**config.mk**
```make
export PLATFORM = sky130hd
export DESIGN_NAME = johnson_phase_decoder
export DESIGN_NICKNAME = d
export VERILOG_FILES = /design/src/rtl/johnson_phase_decoder_pkg.sv /design/src/rtl/johnson_phase_decoder_code_to_phase.sv /design/src/rtl/johnson_phase_decoder.sv
export SDC_FILE = /design/constraint.sdc
export NUM_CORES = 1
export LEC_CHECK = 0
export CAP_MARGIN = 20
export CELL_PAD_IN_SITES_DETAIL_PLACEMENT = 0
export CELL_PAD_IN_SITES_GLOBAL_PLACEMENT = 2
export CORE_ASPECT_RATIO = 2
export CORE_MARGIN = 2
export CORE_UTILIZATION = 36
export DETAILED_ROUTE_END_ITERATION = 6
export PLACE_DENSITY = 0.95
export SLEW_MARGIN = 20
export SYNTH_ARGS = -nofsm -noshare
export SYNTH_HDL_FRONTEND = slang
export SYNTH_SLANG_ARGS = --single-unit
```
**constraint.sdc**
```tcl
create_clock -name Clk_In -period 4.9 [get_ports Clk_In]
set_clock_uncertainty 0.2 [all_clocks]
set_input_delay 0.735 -clock Clk_In [delete_from_list [all_inputs] [get_ports Clk_In]]
set_output_delay 0.735 -clock Clk_In [all_outputs]
set_load 0.02 [all_outputs]
```
**src/rtl/johnson_phase_decoder_pkg.sv**
```systemverilog
// Shared constants and pure helpers for decoding the 32-bit Johnson counter
// code word into a 6-bit phase index.
package johnson_phase_pkg;

  localparam int PHASE_W    = 6;
  localparam int NUM_PHASES = 64;
  localparam int COUNT_W    = 32;

  // A legal word is a thermometer from the LSB, or the bitwise inverse of one
  // when the MSB is set (the ones-fill half of the Johnson cycle). Folding on
  // the MSB turns both halves into the same "2^k - 1" shape test.
  function automatic logic is_johnson_code(input logic [COUNT_W-1:0] code);
    logic [COUNT_W-1:0] folded;
    folded = code[COUNT_W-1] ? ~code : code;
    return ((folded & (folded + COUNT_W'(1))) == '0);
  endfunction

  // Phase is the count of ones in the first half (MSB clear) and 32 plus the
  // count of zeros in the second half (MSB set). XOR with the MSB makes both
  // cases a plain popcount. Only meaningful for legal codes.
  function automatic logic [PHASE_W-1:0] johnson_to_phase(input logic [COUNT_W-1:0] code);
    logic [COUNT_W-1:0] folded;
    logic [PHASE_W-1:0] ones;
    folded = code ^ {COUNT_W{code[COUNT_W-1]}};
    ones   = '0;
    for (int i = 0; i < COUNT_W; i++) begin
      ones = ones + PHASE_W'(folded[i]);
    end
    return code[COUNT_W-1] ? (PHASE_W'(NUM_PHASES / 2) + ones) : ones;
  endfunction

endpackage

```
**src/rtl/johnson_phase_decoder_code_to_phase.sv**
```systemverilog
// Combinational front end: flags whether the sampled word is a legal Johnson
// state and decodes it to a phase index.
module johnson_code_to_phase
  import johnson_phase_pkg::*;
(
  input  logic [COUNT_W-1:0] i_Code,
  output logic               o_Legal,
  output logic [PHASE_W-1:0] o_Index
);

  assign o_Legal = is_johnson_code(i_Code);
  assign o_Index = johnson_to_phase(i_Code);

endmodule

```
**src/rtl/johnson_phase_decoder.sv**
```systemverilog
// Samples the Johnson counter bus, decodes it to a phase index, checks that
// successive samples advance by one phase and counts full revolutions.
module johnson_phase_decoder
  import johnson_phase_pkg::*;
#(
  parameter int REV_W = 16
) (
  input  logic               Clk_In,
  input  logic               tb_Reset_In,
  input  logic               Enable_In,
  input  logic [COUNT_W-1:0] Counter_Count_In,
  input  logic               Clear_Stats_In,
  output logic               Phase_Valid_Out,
  output logic [PHASE_W-1:0] Phase_Index_Out,
  output logic               Phase_Step_Out,
  output logic               Revolution_Pulse_Out,
  output logic [REV_W-1:0]   Revolution_Count_Out,
  output logic               Illegal_Code_Out,
  output logic               Skip_Error_Out
);

  localparam logic [REV_W-1:0]   REV_MAX    = '1;
  localparam logic [PHASE_W-1:0] LAST_PHASE = PHASE_W'(NUM_PHASES - 1);

  logic               w_legal;
  logic [PHASE_W-1:0] w_index;

  // Stage 1: the current decoded sample
  logic               r_phaseValid;
  logic [PHASE_W-1:0] r_phaseIndex;
  logic               r_illegal;

  // Stage 2: the previous sample plus the event outputs
  logic               r_histValid;
  logic [PHASE_W-1:0] r_histIndex;
  logic               r_step;
  logic               r_rev;
  logic [REV_W-1:0]   r_revCount;
  logic               r_skip;

  logic               w_compare;
  logic [PHASE_W-1:0] w_delta;
  logic               w_isStep;
  logic               w_isRev;
  logic               w_isSkip;

  johnson_code_to_phase u_decode (
    .i_Code  (Counter_Count_In),
    .o_Legal (w_legal),
    .o_Index (w_index)
  );

  // Register the decoded sample; illegal words and a disabled bus drop valid
  // while the last good index is held for downstream consumers.
  always_ff @(posedge Clk_In or posedge tb_Reset_In) begin
    if (tb_Reset_In) begin
      r_phaseValid <= 1'b0;
      r_phaseIndex <= '0;
      r_illegal    <= 1'b0;
    end else begin
      if (Enable_In && w_legal) begin
        r_phaseValid <= 1'b1;
        r_phaseIndex <= w_index;
      end else begin
        r_phaseValid <= 1'b0;
      end
      if (Clear_Stats_In) begin
        r_illegal <= 1'b0;
      end else if (Enable_In && !w_legal) begin
        r_illegal <= 1'b1;
      end
    end
  end

  // Only two back-to-back valid samples are compared, so the first sample
  // after any gap is a reference; the subtraction wraps mod 64 so 63->0 is +1.
  assign w_compare = r_phaseValid && r_histValid;
  assign w_delta   = r_phaseIndex - r_histIndex;
  assign w_isStep  = w_compare && (w_delta == PHASE_W'(1));
  assign w_isRev   = w_isStep && (r_histIndex == LAST_PHASE);
  assign w_isSkip  = w_compare && (w_delta != '0) && (w_delta != PHASE_W'(1));

  // Shift the sample history and raise step/revolution pulses for one cycle.
  always_ff @(posedge Clk_In or posedge tb_Reset_In) begin
    if (tb_Reset_In) begin
      r_histValid <= 1'b0;
      r_histIndex <= '0;
      r_step      <= 1'b0;
      r_rev       <= 1'b0;
    end else begin
      r_histValid <= r_phaseValid;
      r_histIndex <= r_phaseIndex;
      r_step      <= w_isStep;
      r_rev       <= w_isRev;
    end
  end

  // Statistics: clear wins over a same-cycle increment or error, and the
  // revolution count sticks at its maximum rather than wrapping.
  always_ff @(posedge Clk_In or posedge tb_Reset_In) begin
    if (tb_Reset_In) begin
      r_revCount <= '0;
      r_skip     <= 1'b0;
    end else if (Clear_Stats_In) begin
      r_revCount <= '0;
      r_skip     <= 1'b0;
    end else begin
      if (w_isRev && (r_revCount != REV_MAX)) begin
        r_revCount <= r_revCount + REV_W'(1);
      end
      if (w_isSkip) begin
        r_skip <= 1'b1;
      end
    end
  end

  assign Phase_Valid_Out      = r_phaseValid;
  assign Phase_Index_Out      = r_phaseIndex;
  assign Phase_Step_Out       = r_step;
  assign Revolution_Pulse_Out = r_rev;
  assign Revolution_Count_Out = r_revCount;
  assign Illegal_Code_Out     = r_illegal;
  assign Skip_Error_Out       = r_skip;

endmodule

```
==> impl_metrics.tcl, run 1 <==
set metrics [dict create \
    layout-drive-gt1-share_pct 22.14 \
    max_freq_mhz 188.2 \
    die-area_um2 11840 \
    synth.most_common_cell "inv_1" \
    tritoncts "done" \
    path_class "primary input to register" \
    dieHeight_um 151.9 \
    critPathBufInv 9 \
    die_w_um 77.94 \
    first_pass_iters 4 \
    drv_cap 0 \
    gp_congestion 0.9792 \
    synth_area_leaders "dfrtp_1 22%, fa_1 9.2%, ha_1 6.0%" \
    avgSynthCellArea_um2 8.613 \
    grt_first_pass_wirelength_um 19260 \
    ys_top_cells_by_count "39 x inv_1, 34 x dfrtp_1, 27 x nor2_1, 25 x nand2_1" \
    instances_no_fill 691 \
    rsz0062_at_grt "true" \
    numCtsBuffers 5 \
    cp_top_family "adder cells" \
    synth-edff-count 0 \
    vias 3872 \
    p_leak_nw 2.210 \
    hold_path_class "register to register" \
    worst_pin_slew_ns 0.9703 \
    drt-initial-drc-count 139 \
    final_nets 623 \
    ys_ff_latch 34 \
    worst_hold_slack_ns 0.2479 \
    vias_per_cell 5.603 \
    power.total_w 0.002431 \
    numPortBuffers 62 \
    violations "negative setup slack" \
    antenna_found_initial 0 \
    syn_area_um2 3936 \
    setup_ws_ns -0.4127 \
    post_drt_wl_per_cell_um 17.35 \
    crit_path_cell_trace "buf_8 > buf_12 > xor2_4 > ha_4 > inv_2 > fa_2 > inv_2 > fa_1 > fa_2 > inv_2 > fa_2 > fa_1 > inv_2 > buf_4 > fa_2 > buf_4 > buf_6 > xor2_1 > mux2_4" \
    setup_viol 5 \
    ant_nets 0 \
    grt_use_total_pct 20.57 \
    path_clk_slew_ns 0.05 \
    synth_ff_type "dfrtp_1" \
    clk_latency_ns 0.28 \
    status "finished, violations left" \
    async_flop_share_pct 100.0 \
    htreeDepth 2 \
    critPathMaxStageDelay_ns 0.59 \
    required_ns 4.87 \
    power_density_nw_per_um2 460.4 \
    root_buffer "clkbuf_16" \
    num_antenna_cells 0 \
    dp_slack_ns -1.110 \
    io_pins 63 \
    start_kind "primary input" \
    cp.arrival_ns 5.28 \
    hold_viol_final 0 \
    dp_cells 678 \
    dp_hpwl_um 9917 \
    overflow 0 \
    synth_cell_types 76 \
    routed_wl_um 11990 \
    core.rowCount 54 \
    drc 0 \
    synth_top_cell_by_area "dfrtp_1" \
    grt_pass1_vias 3927 \
    finalCritPeriodShare_pct 108.4 \
    clockBufferDepth 2 \
    synth_top_area_share_pct 21.61 \
    fp.coreArea_um2 10810 \
    syn_nets 530 \
    ys_warn_count 0 \
    maxSlewHeadroom_pct 34.63 \
    critical_path.max_fanout 4 \
    utilization_pct 48.84 \
    grt_max_degree 35 \
    setup.worst_path.end_class "register" \
    cp_slowest_cell "fa_2" \
    cts_sinks 34 \
    areaGrowthSynthToFinish_pct 34.14 \
    drv_slew 0 \
    ir_drop_mv 0.4785 \
    period_minus_slack_ns 5.313 \
    synth_seq_area_share_pct 21.61 \
    start_util_pct 36.41 \
    synthCells 457 \
]
worst reg2reg max path, cell delays in order (launching register included):
cell       delay, ns
dfrtp_1         0.42
inv_1           0.08
ha_1            0.18
fa_1            0.20
nor2b_1         0.08
o21a_1          0.21
or4b_2          0.61
a31oi_1         0.34
o2111ai_1       0.42
or3_1           0.49
a21oi_1         0.15
layer usage:
layer  routed length, um  GRT usage (%)  vias up
li1                    -              -     1846
met1                3886          19.21     1853
met2                6879          39.94      123
met3                 370          1.781       50
met4                 852          14.54        0
met5                   0              0        -
logic make-up (layout without fill, tap and decap cells):
group | Yosys count | in the layout | share of synthesized area [%]
buffers and inverters | 72 | 166 | 9.027
AO/OA/AOI/OAI | 109 | 109 | 19.14
flip-flops | 34 | 34 | 21.61
multiplexers | 11 | 11 | 3.910
XOR/XNOR | 34 | 34 | 7.565
AND/OR/NAND/NOR | 159 | 159 | 23.30
adder cells (fa/ha/maj) | 38 | 38 | 15.45
layout make-up:
| type | count | area, um2 |
|---|---|---|
| inverter | 39 | 146.4 |
| sequential | 34 | 850.8 |
| multi-input combinational | 351 | 2864 |
| tap | 140 | 175.2 |
| clock buffer | 5 | 125.1 |
| timing repair buffer | 119 | 1050 |
| clock inverter | 3 | 68.82 |
| fill | 1053 | 5530 |
final timing paths:
| kind | cells past startpoint | start | slack (ns) | end |
|---|---|---|---|---|
| max in group asynchronous | 3 | tb_Reset_In | 3.53 | Skip_Error_Out$_DFFE_PP0P_ |
| min in group asynchronous | 3 | tb_Reset_In | 0.64 | Revolution_Count_Out[7]$_DFFE_PP0P_ |
| worst max register to register | 10 | Phase_Index_Out[0]$_DFFE_PP0P_ | 1.43 | Revolution_Count_Out[7]$_DFFE_PP0P_ |
| worst min-delay path | 0 | Phase_Index_Out[2]$_DFFE_PP0P_ | 0.25 | r_histIndex[2]$_DFF_PP0_ |
| worst max-delay path | 19 | Counter_Count_In[31] | -0.41 | Phase_Index_Out[2]$_DFFE_PP0P_ |
| worst min register to register | 0 | Phase_Index_Out[2]$_DFFE_PP0P_ | 0.25 | r_histIndex[2]$_DFF_PP0_ |
registers in the layout, summed over array words and instances, names as in the netlist:
register              flops
Revolution_Count_Out     16
Phase_Step_Out            1
Illegal_Code_Out          1
Phase_Index_Out           6
Skip_Error_Out            1
r_histValid               1
Revolution_Pulse_Out      1
r_histIndex               6
Phase_Valid_Out           1
power breakdown:
group / switching, W / total, W / leakage [nW] / internal, W
sequential: 0.000000456 / 0.000282 / 0.474 / 0.000281
combinational: 0.000798 / 0.00173 / 1.64 / 0.000937
clock: 0.000122 / 0.000414 / 0.0940 / 0.000292
total: 0.000920 / 0.00243 / 2.21 / 0.00151
what timing repair did:
action | 4_1_cts | 5_1_grt
pin swaps | 21 | 21
gates resized for setup | 42 | 18
buffers inserted | 4 | 1
endpoints found under the setup margin | 6 | 5
hold buffers | 0 | 0
metrics by stage:
| step | setup TNS [ns] | area, um2 |
|---|---|---|
| after detailed placement | -5.026 | 4943 |
| after global placement | -4.766 | 4943 |
| final | -1.518 | 5280 |
| after global routing | -2.023 | 5280 |
| after CTS | -1.935 | 5214 |
| after floorplan | -5.374 | 4006 |
placed cells by master, fill, tap and decap left out, types with 5 or more instances in the layout:
cell             count
nor2_1              27
a31oi_1              5
or4_1               12
inv_2                9
inv_1               30
buf_4               54
nor2b_1              9
xor2_1              16
nor3_1              12
clkdlybuf4s15_1      6
fa_1                13
mux2_4               6
ha_1                15
o21ai_0             19
a21oi_1             19
nand2_1             25
dfrtp_1             34
nand4_1              7
clkdlybuf4s50_1     46
nand3_1             13
o22ai_1              7
or3_1               14
clkbuf_16            5
o31ai_1              6
fa_2                 5
xnor2_1             11
Note: power is estimated with default switching activity, not from simulation.
==> inputs of run 2 (changes only) <==
Settings changed: PLACE_DENSITY 0.95 to unset, PLACE_DENSITY_LB_ADDON set to 0.1, RECOVER_POWER set to 25.
==> impl_metrics.tcl, run 2 (synthesis gave the netlist of run 1 again) <==
set metrics [dict create \
    status "finished, violations left" \
    violations "max-capacitance violations, max-slew violations, negative setup slack" \
    p_leak_nw 2.190 \
    drv_slew 35 \
    drt-initial-drc-count 161 \
    post_drt_wl_per_cell_um 18.00 \
    ir_drop_mv 0.4148 \
    mostFrequentLayoutCell "buf_4" \
    grtUsageMet2_pct 41.22 \
    gp_congestion 0.9173 \
    antenna_found_initial 0 \
    htreeDepth 2 \
    setup_viol 5 \
    areaGrowthSynthToFinish_pct 30.58 \
    grt_first_pass_wirelength_um 19530 \
    dp_slack_ns -1.095 \
    seq_area_um2 850.8 \
    finalCritPeriodShare_pct 107.9 \
    drv_cap 1 \
    start_util_pct 36.41 \
    final_cell_mix "53 x buf_4, 42 x clkdlybuf4s50_1, 34 x dfrtp_1, 30 x inv_1, 27 x nor2_1" \
    drc 0 \
    grt_max_degree 35 \
    gr-usage-met1_pct 19.92 \
    vias 3793 \
    fp.coreArea_um2 10810 \
    core.rowCount 54 \
    path_class "primary input to register" \
    critical_path.max_fanout 7 \
    overflow 0 \
    ant_nets 0 \
    cp_slowest_cell "fa_1" \
    dieHeight_um 151.9 \
    setup_ws_ns -0.3887 \
    rrSetupSlack_ns 1.46 \
    use_met3_pct 1.603 \
    layout-drive-gt1-share_pct 21.68 \
    instances_no_fill 689 \
    vias_per_cell 5.505 \
    dp_hpwl_um 10340 \
    grt_pass1_vias 3869 \
    cts_sinks 34 \
    io_pins 63 \
    clockBufferDepth 2 \
    numCtsBuffers 5 \
    die_w_um 77.94 \
    dp_cells 676 \
    setup.worst_path.end_class "register" \
    path_clk_slew_ns 0.06 \
    die-area_um2 11840 \
    root_buffer "clkbuf_16" \
    cts_hold_buf 0 \
    multi_input_area_um2 2820 \
    tritoncts "done" \
    final_nets 621 \
    period_minus_slack_ns 5.289 \
    cp.arrival_ns 5.26 \
    hold_path_class "register to register" \
    power_density_nw_per_um2 463.2 \
    largest_reg_flops 16 \
    numPortBuffers 62 \
    num_antenna_cells 0 \
    routed_wl_um 12400 \
    required_ns 4.87 \
    first_pass_iters 4 \
    crit_path_cell_trace "buf_12 > xor2_2 > ha_1 > inv_2 > fa_1 > inv_2 > fa_1 > fa_1 > inv_2 > fa_2 > fa_1 > inv_2 > ha_4 > fa_2 > a21o_1 > a21oi_2 > xnor2_1 > mux2_4" \
    maxSlewHeadroom_pct -22.17 \
    grt_use_total_pct 21.20 \
    worst_pin_slew_ns 1.833 \
    max_freq_mhz 189.1 \
    rsz0062_at_grt "true" \
    hold_viol_final 0 \
    clk_latency_ns 0.28 \
    grt.busiest_layer "met2" \
    nFillCells 1082 \
    critPathMaxStageDelay_ns 0.60 \
    start_kind "primary input" \
]
==> run 2: cell types whose count changed in the layout (fill, tap and decap cells not counted), moves of 2 or more <==
cell / previous run / this run
fa_2: 5 / 2
clkdlybuf4s15_1: 6 / 1
dlygate4sd2_1: 4 / 6
clkdlybuf4s50_1: 46 / 42
buf_2: 1 / 5
bufinv_16: 2 / 0
xnor2_2: 2 / 4
ha_1: 15 / 17
xor2_1: 16 / 18
fa_1: 13 / 16
xnor2_1: 11 / 9
ha_4: 4 / 2
==> run 2: stage by stage <==
step	cell area, um2	utilization (%)	TNS (ns)	power (W)	hold slack, ns
after floorplan	4006	-	-5.374	0.001326	0.2970
after global placement	4916	45.47	-4.726	0.001838	0.2190
after detailed placement	4916	45.47	-5.094	0.001925	0.2290
after CTS	5141	47.56	-1.574	0.002371	0.2421
after global routing	5140	47.55	-1.969	0.002600	0.2541
final	5140	47.55	-1.346	0.002381	0.2395
==> run 2: timing repair <==
| item | CTS | global route |
|---|---|---|
| pin swaps | 33 | 14 |
| setup buffers | 5 | 2 |
| setup endpoints to repair | 6 | 5 |
| gates resized for setup | 61 | 10 |
==> run 2: critical path, delay by kind of cell <==
kind	cells	cell delay (ns)
xor+xnor	2	0.25
mux	1	0.27
fa+ha+maj	8	3.35
buf+inv	5	0.30
compound gates	2	0.35
==> run 2: routing by layer <==
layer / share of wire [%] / vias to the layer above / routed length, um
li1: - / 1838 / -
met1: 33 / 1816 / 4061
met2: 58 / 100 / 7210
met3: 2.7 / 39 / 339
met4: 6.4 / 0 / 791
met5: 0 / - / 0
==> run 2: power by group <==
group          switching [W]  internal [W]
sequential       0.000000486      0.000281
combinational       0.000873      0.000915
clock               0.000123      0.000188
total               0.000996       0.00138
==> run 2: area by class of cell <==
type                       instances  share of cell area (%)
tap                              140                   3.408
clock inverter                     3                  0.4138
multi-input combinational        351                   54.87
sequential                        34                   16.55
clock buffer                       5                   2.434
timing repair buffer             117                   19.47
inverter                          39                   2.848
==> run 2: final timing paths <==
kind                                                 from                                  end  cells after the start
hold reg to reg                 Phase_Valid_Out$_DFF_PP0_                r_histValid$_DFF_PP0_                      0
max in group asynchronous                     tb_Reset_In  Revolution_Count_Out[7]$_DFFE_PP0P_                      3
setup / recovery                     Counter_Count_In[31]       Phase_Index_Out[4]$_DFFE_PP0P_                     18
setup reg to reg           Phase_Index_Out[0]$_DFFE_PP0P_  Revolution_Count_Out[8]$_DFFE_PP0P_                     10
hold / removal                  Phase_Valid_Out$_DFF_PP0_                r_histValid$_DFF_PP0_                      0
min in group asynchronous                     tb_Reset_In             r_histIndex[1]$_DFF_PP0_                      3
==> inputs of run 3 (changes only) <==
Settings changed: CORE_ASPECT_RATIO 2 to 1.4.
==> impl_metrics.tcl, run 3 (synthesis gave the netlist of run 1 again) <==
set metrics [dict create \
    status "finished, violations left" \
    violations "max-capacitance violations, max-slew violations, negative setup slack" \
    drv_cap 1 \
    layout-drive-gt1-share_pct 22.20 \
    utilization_pct 48.62 \
    final_nets 626 \
    start_kind "primary input" \
    p_leak_nw 2.215 \
    grt_use_total_pct 20.21 \
    num_antenna_cells 0 \
    vias 3783 \
    cp.arrival_ns 5.22 \
    hold_viol_final 0 \
    ir_drop_mv 0.3050 \
    clk_latency_ns 0.28 \
    mostFrequentLayoutCell "buf_4" \
    start_util_pct 36.60 \
    htreeDepth 2 \
    io_pins 63 \
    worst_hold_slack_ns 0.2388 \
    max_freq_mhz 190.3 \
    cts_sinks 34 \
    grt_first_pass_wirelength_um 18710 \
    first_pass_iters 4 \
    routed_wl_um 11750 \
    gp_congestion 0.8565 \
    setup.worst_path.end_class "register" \
    overflow 0 \
    hold_path_class "register to register" \
    clockBufferDepth 2 \
    worst_pin_slew_ns 1.830 \
    antenna_found_initial 0 \
    path_class "primary input to register" \
    die-area_um2 11800 \
    numCtsBuffers 5 \
    core.rowCount 45 \
    post_drt_wl_per_cell_um 16.91 \
    ant_nets 0 \
    multi_input_area_um2 2845 \
    maxSlewHeadroom_pct -21.97 \
    tritoncts "done" \
    root_buffer "clkbuf_16" \
    seq_area_um2 850.8 \
    die_w_um 92.38 \
    fp.coreArea_um2 10750 \
    areaGrowthSynthToFinish_pct 32.84 \
    period_minus_slack_ns 5.255 \
    drt-initial-drc-count 103 \
    nFillCells 1068 \
    cts_hold_buf 0 \
    power_density_nw_per_um2 427.4 \
    grt_max_degree 35 \
    dp_hpwl_um 9660 \
    vias_per_cell 5.443 \
    setup_ws_ns -0.3545 \
    critical_path.max_fanout 5 \
    drv_slew 35 \
    path_clk_slew_ns 0.05 \
    setup_viol 5 \
    finalCritPeriodShare_pct 107.2 \
    dieHeight_um 127.7 \
    numPortBuffers 62 \
    largest_reg_flops 16 \
    grt_pass1_vias 3746 \
    drc 0 \
    final_cell_mix "58 x buf_4, 45 x clkdlybuf4s50_1, 34 x dfrtp_1, 32 x inv_1, 27 x nor2_1" \
    rsz0062_at_grt "true" \
    required_ns 4.86 \
]
[run 3: through the flow]
| step | setup WS, ns | cells | setup TNS (ns) | instance area (um2) | total power (W) |
|---|---|---|---|---|---|
| floorplan | -1.136 | 457 | -5.374 | 4006 | 0.001326 |
| global placement | -1.039 | 685 | -4.711 | 4990 | 0.001779 |
| detailed placement | -1.109 | 685 | -5.018 | 4990 | 0.001807 |
| CTS | -0.5113 | 695 | -1.757 | 5190 | 0.002220 |
| global route | -0.4747 | 695 | -1.853 | 5229 | 0.002483 |
| finish | -0.3545 | 695 | -1.156 | 5229 | 0.002235 |
[run 3: layout make-up]
class,instances,area share (%)
flip-flops and latches,34,16.27
clock buffers,7,2.728
multi-input cells,351,54.42
well taps,141,3.374
repair buffers,122,20.32
clock inverters,1,0.09572
inverters,39,2.800
[run 3: worst paths after layout]
check	from	to	slack (ns)	cells after the start
worst min-delay path	Phase_Valid_Out$_DFF_PP0_	r_histValid$_DFF_PP0_	0.24	0
worst max-delay path	Counter_Count_In[31]	Phase_Index_Out[4]$_DFFE_PP0P_	-0.35	19
worst min register to register	Phase_Valid_Out$_DFF_PP0_	r_histValid$_DFF_PP0_	0.24	0
min in group asynchronous	tb_Reset_In	Revolution_Count_Out[1]$_DFFE_PP0P_	1.35	3
worst max register to register	Phase_Index_Out[0]$_DFFE_PP0P_	Revolution_Count_Out[8]$_DFFE_PP0P_	1.44	10
max in group asynchronous	tb_Reset_In	Revolution_Count_Out[13]$_DFFE_PP0P_	2.10	3
[run 3: critical path, stage by stage]
cell and delay, ns:
buf_12 0.11, buf_12 0.12, xor2_1 0.16, ha_1 0.29, inv_2 0.04, fa_1 0.54, inv_1 0.05, fa_1 0.47
fa_2 0.54, inv_2 0.04, fa_2 0.46, fa_1 0.50, inv_2 0.05, ha_4 0.15, fa_2 0.33, a21o_1 0.17
a21oi_2 0.12, xnor2_1 0.07, mux2_4 0.26
[run 3: repair_timing]
| item | CTS | global route |
|---|---|---|
| resized for setup | 48 | 11 |
| setup buffers | 2 | 0 |
| cloned | 0 | 0 |
| pin swaps | 23 | 13 |
| endpoints found under the setup margin | 6 | 5 |
[run 3: report_power, final]
group          internal [W]  switching [W]
Combinational      0.000869       0.000766
Sequential         0.000282    0.000000615
Clock              0.000201       0.000116
Total               0.00135       0.000883
[run 3: per-layer routing]
metal / wire length [um] / track usage (%) / vias to the layer above
met5: 0 / 0 / -
met3: 276 / 1.881 / 28
li1: - / - / 1849
met1: 4552 / 21.30 / 1817
met4: 608 / 10.45 / 0
met2: 6317 / 39.07 / 89
